--- config.mk ---
export PLATFORM = sky130hd
export DESIGN_NAME = seq_divider
export DESIGN_NICKNAME = d
export VERILOG_FILES = /design/src/rtl/seq_divider_pkg.sv /design/src/rtl/seq_divider_div_step.sv /design/src/rtl/seq_divider.sv
export SDC_FILE = /design/constraint.sdc
export NUM_CORES = 1
export LEC_CHECK = 0
export CAP_MARGIN = 20
export CORE_UTILIZATION = 51
export DETAILED_ROUTE_END_ITERATION = 16
export PLACE_DENSITY = 0.77
export SYNTH_ARGS = -nofsm -noshare
export SYNTH_HDL_FRONTEND = slang
export SYNTH_SLANG_ARGS = --single-unit
--- constraint.sdc ---
create_clock -name clock -period 2 [get_ports clock]
set_input_delay 0.4 -clock clock [delete_from_list [all_inputs] [get_ports clock]]
set_output_delay 0.4 -clock clock [all_outputs]
set_load 0.02 [all_outputs]
--- src/rtl/seq_divider_pkg.sv ---
// Shared types and width constants for the sequential restoring divider.
package seq_divider_pkg;

  typedef enum logic [1:0] {
    IDLE = 2'd0,
    RUN  = 2'd1,
    DONE = 2'd2
  } state_t;

  localparam int DEF_WIDTH_N = 5;
  localparam int DEF_WIDTH_D = 3;

  function automatic int cnt_width(input int width_n);
    return $clog2(width_n + 1);
  endfunction

endpackage

--- src/rtl/seq_divider_div_step.sv ---
// One restoring-division iteration: shift in a dividend bit, trial-subtract the
// divisor through a ripple full-adder chain, keep the difference when no borrow.
module div_step
  import seq_divider_pkg::*;
#(
  parameter int WIDTH_D = DEF_WIDTH_D
) (
  input  logic [WIDTH_D:0]   r,
  input  logic               din,
  input  logic [WIDTH_D-1:0] d,
  output logic [WIDTH_D:0]   r_next,
  output logic               qbit
);

  logic [WIDTH_D:0]   s_s;
  logic [WIDTH_D:0]   b_s;
  logic [WIDTH_D:0]   t_s;
  logic [WIDTH_D+1:0] c_s;
  // R never exceeds the divisor, so its top bit is always shifted out.
  logic               unused_msb_s;

  assign unused_msb_s = r[WIDTH_D];
  assign s_s          = {r[WIDTH_D-1:0], din};
  assign b_s          = ~{1'b0, d};
  assign c_s[0]       = 1'b1;

  for (genvar i = 0; i <= WIDTH_D; i++) begin : g_fa
    assign t_s[i]   = s_s[i] ^ b_s[i] ^ c_s[i];
    assign c_s[i+1] = (s_s[i] & b_s[i]) | (c_s[i] & (s_s[i] ^ b_s[i]));
  end

  // Carry-out set means the subtraction did not borrow.
  assign qbit   = c_s[WIDTH_D+1];
  assign r_next = qbit ? t_s : s_s;

endmodule

--- src/rtl/seq_divider.sv ---
// Iterative restoring unsigned divider, one quotient bit per clock.
// Optional macro SEQ_DIVIDER_ZERO_EARLY_EXIT_EN: a zero divisor skips the iterations.
module seq_divider
  import seq_divider_pkg::*;
#(
  parameter int WIDTH_N = DEF_WIDTH_N,
  parameter int WIDTH_D = DEF_WIDTH_D
) (
  input  logic               clock,
  input  logic               reset,
  input  logic               start,
  input  logic [WIDTH_N-1:0] dividend,
  input  logic [WIDTH_D-1:0] divisor,
  output logic               busy,
  output logic               done,
  output logic [WIDTH_N-1:0] quotient,
  output logic [WIDTH_D-1:0] remainder,
  output logic               div_by_zero
);

  localparam int            CW       = cnt_width(WIDTH_N);
  localparam logic [CW-1:0] CNT_LOAD = CW'(WIDTH_N);
  localparam logic [CW-1:0] CNT_ONE  = CW'(1);

  state_t             state_r, next_state_s;
  logic [WIDTH_N-1:0] q_r, q_next_s;
  logic [WIDTH_D:0]   r_r, step_r_s;
  logic [WIDTH_D-1:0] d_r;
  logic [CW-1:0]      cnt_r;
  logic               dbz_r;
  logic               step_q_s;
  logic               zero_exit_s;
  logic               busy_r, done_r, div_by_zero_r;
  logic [WIDTH_N-1:0] quotient_r;
  logic [WIDTH_D-1:0] remainder_r;

`ifdef SEQ_DIVIDER_ZERO_EARLY_EXIT_EN
  assign zero_exit_s = (divisor == {WIDTH_D{1'b0}});
`else
  assign zero_exit_s = 1'b0;
`endif

  div_step #(.WIDTH_D(WIDTH_D)) u_step (
    .r      (r_r),
    .din    (q_r[WIDTH_N-1]),
    .d      (d_r),
    .r_next (step_r_s),
    .qbit   (step_q_s)
  );

  assign q_next_s = {q_r[WIDTH_N-2:0], step_q_s};

  // Next-state decode.
  always_comb begin
    next_state_s = state_r;
    case (state_r)
      IDLE: begin
        if (start) next_state_s = zero_exit_s ? DONE : RUN;
        else       next_state_s = IDLE;
      end
      RUN: begin
        if (cnt_r == CNT_ONE) next_state_s = DONE;
        else                  next_state_s = RUN;
      end
      DONE:    next_state_s = IDLE;
      default: next_state_s = IDLE;
    endcase
  end

  // State register.
  always_ff @(posedge clock) begin
    if (reset) state_r <= IDLE;
    else       state_r <= next_state_s;
  end

  // Operand capture, iteration datapath and registered outputs.
  always_ff @(posedge clock) begin
    if (reset) begin
      q_r           <= {WIDTH_N{1'b0}};
      r_r           <= {(WIDTH_D+1){1'b0}};
      d_r           <= {WIDTH_D{1'b0}};
      cnt_r         <= {CW{1'b0}};
      dbz_r         <= 1'b0;
      busy_r        <= 1'b0;
      done_r        <= 1'b0;
      quotient_r    <= {WIDTH_N{1'b0}};
      remainder_r   <= {WIDTH_D{1'b0}};
      div_by_zero_r <= 1'b0;
    end else begin
      busy_r <= (next_state_s != IDLE);
      done_r <= (next_state_s == DONE);
      case (state_r)
        IDLE: begin
          if (start) begin
            q_r   <= dividend;
            r_r   <= {(WIDTH_D+1){1'b0}};
            d_r   <= divisor;
            cnt_r <= CNT_LOAD;
            dbz_r <= (divisor == {WIDTH_D{1'b0}});
            if (zero_exit_s) begin
              quotient_r    <= {WIDTH_N{1'b1}};
              remainder_r   <= dividend[WIDTH_D-1:0];
              div_by_zero_r <= 1'b1;
            end
          end
        end
        RUN: begin
          q_r   <= q_next_s;
          r_r   <= step_r_s;
          cnt_r <= cnt_r - CNT_ONE;
          // Results are published only as the last iteration retires.
          if (cnt_r == CNT_ONE) begin
            quotient_r    <= q_next_s;
            remainder_r   <= step_r_s[WIDTH_D-1:0];
            div_by_zero_r <= dbz_r;
          end
        end
        DONE: begin
        end
        default: begin
        end
      endcase
    end
  end

  assign busy        = busy_r;
  assign done        = done_r;
  assign quotient    = quotient_r;
  assign remainder   = remainder_r;
  assign div_by_zero = div_by_zero_r;

endmodule
==> impl_metrics.yaml <==
synth:
  synth.top_cell.area_share: 0.446
  synth_cell_type_count: 29
  synth_area_leaders: "dfxtp_1 (45%), mux2i_1 (9.6%), nor2_1 (6.0%)"
  yosysTopAreaCell: "dfxtp_1"
  syn_inst: 126
  ys_seq_area_frac: 0.446
  synth_warnings: 0
  synth_area_per_cell_um2: 9.97
  syn-num-nets: 142
  synth.ff_latch_count: 28
  synth_area_mm2: 0.00126
sta:
  finalCritPeriodShare: 0.967
  fmax_ghz: 0.517
  setup_viol: 0
  period_needed_ps: 1930
  max_slew_margin: 0.715
  hold_viol_final: 0
  slew_violations: 0
  finalClockSkew_ps: 5.87
  worst_pin_slew_ps: 427
power:
  power.internal_w: 0.000793
  report.power.total_w: 0.00110
  combPwrFrac: 0.220
  pwr-share-clk: 0.209
  sw_frac_of_total: 0.277
  power_density_mw_per_mm2: 718
  ir_worst_vdd_mv: 0.523
  switchingPower_w: 0.000303
  p_seq_frac: 0.571
  leakage_nw: 0.591
floorplanning:
  rows: 17
  ioPinCount: 22
  die_x_um: 51.6
  start_util: 0.552
  dieArea_mm2: 0.00267
  core-area_mm2: 0.00228
  die_y_um: 51.6
clock_tree:
  clockRootBuffer: "clkbuf_4"
  cts_buffers: 3
  clk_pin_slew_worst_paths_ps: 140
  clkLatencyLatePin_ps: 320
  cts.sinks: 28
  h-tree-depth: 1
  cts_tree: "done"
  cts_buffer_depth: 2
route:
  ant_nets: 0
  wire_per_inst_um: 14.3
  drt_iter0_drc: 5
  viasPerCell: 5.37
  drc: 0
  drt-pass1-iter-count: 4
  wirelength_um: 2510
  vias: 939
placed_design:
  gp_congestion: 0.758
  hpwlAfterDp_um: 1780
  numPortBuffers: 21
global_route:
  grt_max_degree: 16
  overflow: 0
  antenna_found_initial: 0
  grt_pass1_wl_um: 4260
  first_global_vias: 946
  grt_use_total: 0.219
critical_path:
  worstPathRequired_ps: 2260
  startpoint_type: "flop"
  endpoint_kind: "flop"
  path_buf_inv: 3
  cp_cell_sequence: "inv_2 -> ha_1 -> inv_1 -> fa_2 -> inv_2 -> fa_2 -> mux2_4 -> o22ai_2"
  cp.arrival_ps: 2200
  slowest_stage: "fa_2"
  cp_top_family: "adder cells"
  slowest_delay_ps: 430
  cp_max_fo: 2
  path_class: "flop to flop"
status:
  outcome: "finished, final reports clean"
cells_and_area:
  area_growth_pct: 21.4
  utilization: 0.670
  nets: 165
  drive_gt1_frac: 0.136
  num_antenna_cells: 0
  fillers: 182
run:
  cap_violations: 0
hold_path:
  holdCritPathClass: "flop to flop"
==> cell families after synthesis <==
| logic type | synth area share |
|---|---|
| AND/OR/NAND/NOR | 0.188 |
| multiplexers | 0.114 |
| adder cells (fa/ha/maj) | 0.0618 |
| buffers and inverters | 0.0747 |
| flip-flops | 0.446 |
| AO/OA/AOI/OAI | 0.116 |
==> routing by layer <==
layer / GRT usage / up-vias / part of all wire / wire, um
met5: 0 / - / 0 / 0
met4: 0.0946 / 0 / 0.017 / 43
met3: 0.0380 / 4 / 0.031 / 77
met2: 0.379 / 18 / 0.49 / 1220
met1: 0.264 / 445 / 0.47 / 1170
li1: - / 472 / - / -
==> through the flow <==
| stage | setup WS (ps) | instances | instance area, um2 | setup TNS, ps | hold slack [ps] |
|---|---|---|---|---|---|
| final | 66.6 | 175 | 1530 | 0 | 517 |
| after global placement | 90.3 | 170 | 1460 | 0 | 471 |
| after global routing | -18.2 | 175 | 1530 | -21.9 | 541 |
| after CTS | 10.9 | 173 | 1490 | 0 | 520 |
| after floorplan | 156 | 126 | 1260 | 0 | 456 |
| after detailed placement | -2.32 | 170 | 1460 | -2.32 | 488 |
==> flip-flops by register name (all words and copies together), names as in the netlist <==
| signal | count |
|---|---|
| q_r | 5 |
| quotient | 5 |
| cnt_r | 3 |
| d_r | 3 |
| r_r | 3 |
| remainder | 3 |
| state_r | 2 |
| busy | 1 |
| dbz_r | 1 |
| div_by_zero | 1 |
| done | 1 |
==> final cells by class <==
cell class              count  area, um2  area share
clock buffers               3       22.5      0.0148
inverters                  11       41.3      0.0271
multi-input cells          80        624       0.409
flip-flops and latches     28        562       0.368
well taps                  28       35.0      0.0230
repair buffers             25        240       0.158
==> placed cells by master, fill, tap and decap left out, drive strengths merged, types with 2 or more instances in the layout <==
master          n
a211oi          5
a21oi           4
buf             4
clkbuf          3
clkdlybuf4s50  21
dfxtp          28
fa              2
ha              3
inv            11
mux2            2
mux2i          12
nand2b          7
nor2           20
nor3            3
o22ai           2
o32ai           4
or2b            3
or3b            2
==> cell usage after synthesis (all sizes together) <==
cell,count
dfxtp,28
nor2,20
mux2i,12
inv,11
nand2b,7
a211oi,5
a21oi,4
buf,4
o32ai,4
clkbuf,3
ha,3
nor3,3
or2b,3
fa,2
mux2,2
o22ai,2
or3b,2
a2bb2oi,1
a311oi,1
and2b,1
and3b,1
and4bb,1
nand3b,1
nor2b,1
nor3b,1
o21ai,1
o21ba,1
o21bai,1
==> power groups by stage <==
stage | clock network, W | logic (W) | registers (W)
2_1_floorplan | 0 | 0.000155 | 0.000634
3_3_place_gp | 0 | 0.000205 | 0.000636
3_5_place_dp | 0 | 0.000216 | 0.000637
4_1_cts | 0.000234 | 0.000222 | 0.000625
5_1_grt | 0.000257 | 0.000265 | 0.000632
6_report | 0.000229 | 0.000241 | 0.000626
==> final timing paths <==
check                                                from                        end  slack [ps]  cells past startpoint
worst min register to register  remainder[1]$_SDFFE_PP0P_  remainder[1]$_SDFFE_PP0P_         520                      2
worst max register to register        q_r[4]$_SDFFE_PP0P_  remainder[2]$_SDFFE_PP0P_          70                      8
worst max-delay path                  q_r[4]$_SDFFE_PP0P_  remainder[2]$_SDFFE_PP0P_          70                      8
worst min-delay path            remainder[1]$_SDFFE_PP0P_  remainder[1]$_SDFFE_PP0P_         520                      2
==> worst reg2reg max path, stage by stage, from the launching register on <==
cell,delay [ps]
dfxtp_2,350
inv_2,50
ha_1,140
inv_1,50
fa_2,330
inv_2,70
fa_2,430
mux2_4,280
o22ai_2,170
==> what timing repair did <==
action / 4_1_cts / 5_1_grt
pin swaps: 0 / 2
endpoints found under the setup margin: 3 / 4
gates resized for setup: 1 / 7
hold buffers: 0 / 0
setup buffers: 0 / 2
No activity file was read; power rests on OpenSTA's default activity.
